File: config.mk
export PLATFORM = sky130hd
export DESIGN_NAME = receiver_spi
export DESIGN_NICKNAME = d
export VERILOG_FILES = /design/src/rtl/receiver_spi.sv
export SDC_FILE = /design/constraint.sdc
export NUM_CORES = 1
export LEC_CHECK = 0
export CAP_MARGIN = 20
export CELL_PAD_IN_SITES_DETAIL_PLACEMENT = 1
export CELL_PAD_IN_SITES_GLOBAL_PLACEMENT = 2
export CORE_MARGIN = 3
export CORE_UTILIZATION = 28
export CTS_BUF_LIST = sky130_fd_sc_hd__clkbuf_8
export CTS_CLUSTER_SIZE = 30
export DETAILED_ROUTE_END_ITERATION = 8
export PLACE_DENSITY = 0.95
export SLEW_MARGIN = 0
export SYNTH_ARGS = -nofsm -noshare
export SYNTH_HDL_FRONTEND = slang
export SYNTH_SLANG_ARGS = --single-unit
export TNS_END_PERCENT = 30
File: constraint.sdc
create_clock -name clk -period 2.45 [get_ports clk]
set_input_delay 0.49 -clock clk [delete_from_list [all_inputs] [get_ports clk]]
set_output_delay 0.49 -clock clk [all_outputs]
set_load 0.02 [all_outputs]
File: src/rtl/receiver_spi.sv
// receiver_spi
//   Receive-side capture stage. A level strobe (new_sig) from an unrelated
//   clock domain is synchronized into clk. On its synchronized rising edge
//   the parallel word in_sig is captured. sig_alert is then held high for as
//   long as the synchronized strobe stays high.
//
//   Params : SYNC_STAGES - synchronizer depth, legal range 2..4
//            WIDTH       - data word width
//   Ports  : clk           - the only clock
//            rst_n         - asynchronous active-low reset, clears all state
//            new_sig       - async level strobe from the source
//            in_sig        - data word, held stable by the source protocol
//            processed_sig - last captured word, held until the next capture
//            sig_alert     - high exactly while the FSM is in ALERT
module receiver_spi #(
  parameter int SYNC_STAGES = 2,
  parameter int WIDTH       = 32
) (
  input  logic             clk,
  input  logic             rst_n,
  input  logic             new_sig,
  input  logic [WIDTH-1:0] in_sig,
  output logic [WIDTH-1:0] processed_sig,
  output logic             sig_alert
);

  typedef enum logic {IDLE = 1'b0, ALERT = 1'b1} state_t;

  state_t                 state_q, state_d;
  logic [SYNC_STAGES-1:0] sync_pipe;
  logic                   strobe_s, strobe_d;
  logic                   rise;
  logic                   capture;

  // Strobe synchronizer. in_sig is deliberately not synchronized. The source
  // holds it stable across the strobe latency, so the word is quiet by the
  // time the capture edge arrives.
  always_ff @(posedge clk or negedge rst_n) begin
    if (!rst_n) begin
      sync_pipe <= '0;
      strobe_d  <= 1'b0;
    end else begin
      sync_pipe <= {sync_pipe[SYNC_STAGES-2:0], new_sig};
      strobe_d  <= strobe_s;
    end
  end

  assign strobe_s = sync_pipe[SYNC_STAGES-1];
  assign rise     = strobe_s & ~strobe_d;

  // State register and data holding register.
  always_ff @(posedge clk or negedge rst_n) begin
    if (!rst_n) begin
      state_q       <= IDLE;
      processed_sig <= '0;
    end else begin
      state_q <= state_d;
      if (capture) processed_sig <= in_sig;
    end
  end

  // Next state. A capture happens only on the transition out of IDLE. Words
  // that appear while in ALERT are therefore ignored until the strobe drops.
  always_comb begin
    state_d = state_q;
    capture = 1'b0;
    case (state_q)
      IDLE: begin
        if (rise) begin
          state_d = ALERT;
          capture = 1'b1;
        end
      end
      ALERT: begin
        if (!strobe_s) state_d = IDLE;
      end
      default: state_d = IDLE;
    endcase
  end

  assign sig_alert = (state_q == ALERT);

endmodule

======== Word-level counts from Yosys, hierarchy flattened ========
Index checks and enable logic that the tools add are counted.
operators by class
  eq/ne operators ......................... 0
  reductions and logical operators ........ 0
  mux-type cells .......................... 4
  bitwise gates (word level) .............. 3
  magnitude comparators ................... 0
  multiply operators ...................... 0
  add/sub/neg operators ................... 0
  shift operators ......................... 0
  divide/modulo/power cells ............... 0
operator list
  cell                                number
  2-to-1 mux 1 bit                    3
  NOT 1 bit                           2
  one-hot mux 1 bit (2 select lines)  1
  AND 1 bit                           1
storage, ports and cells
  memories kept ........................... 0
  input bits .............................. 35
  word-level logic and storage cells ...... 11
  output and inout port bits .............. 33
  ROM bits ................................ 0
  register bits after elaboration ......... 36
  RAM bits ................................ 0
  latch bits .............................. 0

======== Depth between registers and ports, before layout ========
  depth after elaboration ................. 4
  mapped depth ............................ 3
  mapped depth without buffers ............ 2

======== Worst setup path after synthesis ========
No wires, ideal clock.
  path type ............................... register to register
  from .................................... reg state_q (netlist: sig_alert)
  to ...................................... reg processed_sig[0]
  stages on the path, launching flop included .. 4
  setup slack ............................. 1,037 ps
  library setup time ...................... 125 ps
  required time ........................... 2,325 ps
  path buffers ............................ 1
  clock period less this slack ............ 1,413 ps
  arrival time ............................ 1,288 ps
  path through ............................ dfrtp_1 > nor3b_4 > buf_6 > mux2_2
between the ends
  longest elaborated chain between the ends .. 1
RTL lines
  element                 RTL line  RTL
  from (decl)             29        state_t state_q, state_d;
  from (signal assigned)  57        state_q <= state_d;
  2-to-1 mux 1 bit        67        case (state_q)
  to (signal assigned)    58        if (capture) processed_sig <= in_sig;
  to (decl)               23        output logic [WIDTH-1:0] processed_sig,
No other way between the ends.
A chain may end at the register's enable or synchronous reset.

======== Final worst setup path ========
  from .................................... reg state_q (netlist: sig_alert)
  to ...................................... out sig_alert
RTL lines
  element    RTL line  RTL
  to (decl)  24        output logic sig_alert
No word-level cell between the ends.

==> run_results.csv <==
group,metric,value,unit
synthesis,synth_area_per_cell,17.91,um2
worst_setup_path,end_kind,"output port",
worst_setup_path,path_class,"reg2out",
die,die_h,74.79,um
global_route,grt_pass1_wl,5168,um
power,power_frac_seq,41.3,%
drt,routed_via_density,4.390,
power,pwr-share-clk,29.1,%
timing,tns,0,ns
timing,fin_hold_ws,0.2850,ns
synthesis,syn_area,0.001325,mm2
timing,finalHoldViolations,0,
synthesis,yosysWarnings,0,
drt,firstDrtPassIters,3,
placed_design,gp_congestion,0.6630,
cts,path_clk_slew,0.08,ns
synthesis,synth_cell_types,7,
drt,routedWlPerCell,16.96,um
die,core-area,0.004474,mm2
power,ir_drop,0.4033,mV
global_route,grt.total_usage,13.40,%
placed_design,preCtsSetupSlack,0.9183,ns
synthesis,synth_fp_nets,109,
cts,cts_htree_levels,2,
die,start_util,29.61,%
global_route,grt_pass1_vias,1023,
placed_design,dpl-instance-area,0.002037,mm2
timing,layout_setup_ws,0.6214,ns
die,io_pins,68,
drt,postRouteAntennaNets,0,
synthesis,synth_xor_xnor_area_share,0,%
worst_setup_path,crit_family,"buffers and inverters",
cells_and_area,fin_nets,182,
synthesis,syn_inst,74,
cts,cts_buffers,5,
synthesis,synth_common_cells,"dfrtp_1, mux2_2, buf_6",
synthesis,synth.area.top_cells,"dfrtp_1, mux2_2, buf_6, mux2_1, nor3b_4",
cts,clock_latency,0.29,ns
synthesis,muxShareOfSynthArea,27.20,%
worst_setup_path,critPathArrivalTime,1.34,ns
cts,cts_resized,0,
worst_setup_path,crit_buf_inv,1,
worst_setup_path,worstPathMaxFanout,3,
drt,route.detailed.drc,0,
timing,clock.fmax,0.5469,GHz
drt,drtIter0Drc,17,
timing,worstMarginPinSlew,0.8066,ns
synthesis,yosysSeqAreaShare,67.99,%
timing,finalCriticalPeriod,1.829,ns
synthesis,synth_compound_area_share,0.5666,%
cells_and_area,postLayoutCellArea,0.002152,mm2
placed_design,hpwl,2696,um
worst_setup_path,max_stage_delay,0.64,ns
synthesis,synthArstFlopShare,100.0,%
timing,max_slew_margin,46.23,%
cts,cts.sinks,36,
run,cap_violations,0,
cts,hold_buffers,0,
timing,rsz0062_at_grt,"no",
worst_setup_path,path_cells,"clkdlybuf4s50_1",
power,power,0.001821,W
timing,setup_viol,0,
cts,clk_path_buf_depth,2,
power,power_switching,0.0005146,W
timing,fin_worst_skew,0.006868,ns
global_route,antenna_found_initial,0,
synthesis,synth_fa_ha_area_share,0,%
die,num_rows,24,
outcome,status,"finished clean",
synthesis,synth-simple-area-share,1.416,%
power,leakagePower,0.8812,nW
cells_and_area,syn2layout_area_growth,62.42,%
worst_setup_path,critPathRequiredTime,1.96,ns
worst_setup_path,slowest_stage,"clkdlybuf4s50_1",
synthesis,ys_seq_elements,36,
power,comb_power_share,29.6,%
die,die-area,0.005594,mm2
power,sw_frac_of_total,28.26,%
timing,finalMaxSlewViolations,0,
placed_design,portBuffers,67,
cts,postCtsSetupBuffers,0,
worst_hold_path,min_path_type,"in2async",
drt,vias,878,
drt,wl,3392,um
timing,period_share,74.64,%
global_route,grt_overflow,0,
synthesis,synth.largest_area_cell,"dfrtp_1",
synthesis,synth.most_common_cell,"dfrtp_1",
worst_setup_path,cp-start-kind,"flip-flop",
synthesis,synth_top_family_by_area,"multiplexers",
power,p_int,0.001306,W
global_route,grt_max_degree,37,
cells_and_area,nFillCells,444,
cts,cts_tree,"built",
cells_and_area,drive_gt1_share,28.38,%
cts,root_buffer,"clkbuf_8",
synthesis,synth_flop_cell,"dfrtp_1",
synthesis,synth_edf_count,0,
cells_and_area,antenna_cells,0,
power,power_density,846.2,mW/mm2
synthesis,synth_top_area_share,67.99,%
die,chipWidth,74.79,um
-- layout make-up --
class	count	area (um2)	area share [%]
inverters	1	3.754	0.1744
repair buffers	69	680.7	31.63
flip-flops and latches	36	900.9	41.86
clock inverters	3	46.29	2.151
multi-input cells	34	386.6	17.97
clock buffers	5	68.82	3.198
well taps	52	65.06	3.023
-- cell families (layout without fill, tap and decap cells) --
kind of cell / count (synthesis) / after routing
buffers and inverters: 4 / 78
and+or+nand+nor: 1 / 1
DFF: 36 / 36
muxes: 32 / 32
AOI/OAI and AO/OA: 1 / 1
-- state kept, by name, indices dropped and copies added, names as in the netlist --
name and flops:
processed_sig 32, sync_pipe 2, sig_alert 1, strobe_d 1
-- path summary, 6_finish.rpt --
check	from	end	slack, ns	cells past startpoint
setup / recovery	sig_alert	sig_alert	0.62	1
max in group asynchronous	rst_n	processed_sig[30]	1.65	1
setup reg to reg	strobe_d	processed_sig[19]	1.03	3
hold reg to reg	sync_pipe[0]	sync_pipe[1]	0.36	0
min in group clk	sync_pipe[0]	sync_pipe[1]	0.36	0
hold / removal	rst_n	processed_sig[9]	0.29	1
-- layer usage --
metal	track usage, %	share of wire (%)	routed length [um]	vias up
met5	0	0	0	-
met4	7.708	2.0	67	0
met3	4.139	6.6	224	5
met2	26.54	59	2006	39
met1	11.54	32	1094	431
li1	-	-	-	403
-- power groups by stage --
stage | Combinational (W) | Sequential [W] | Clock, W
after global placement | 0.000527 | 0.000757 | 0
after detailed placement | 0.000548 | 0.000768 | 0
after CTS | 0.000549 | 0.000756 | 0.000552
after floorplan | 0.000109 | 0.000892 | 0
final | 0.000539 | 0.000753 | 0.000530
after global routing | 0.000570 | 0.000768 | 0.000585
-- layout by cell type, fill, tap and decap left out, drive strengths merged --
master / instances
buf: 3
bufinv: 1
mux2: 32
inv: 2
clkbuf: 5
a21boi: 1
clkinvlp: 1
dfrtp: 36
clkdlybuf4s50: 66
nor3b: 1
-- metrics by stage --
step | utilization, % | std cells
6_report | 48.10 | 200
3_5_place_dp | 45.53 | 192
3_3_place_gp | 45.53 | 192
4_1_cts | 48.10 | 200
5_1_grt | 48.10 | 200
2_1_floorplan | - | 74
No activity file was read; power rests on OpenSTA's default activity.
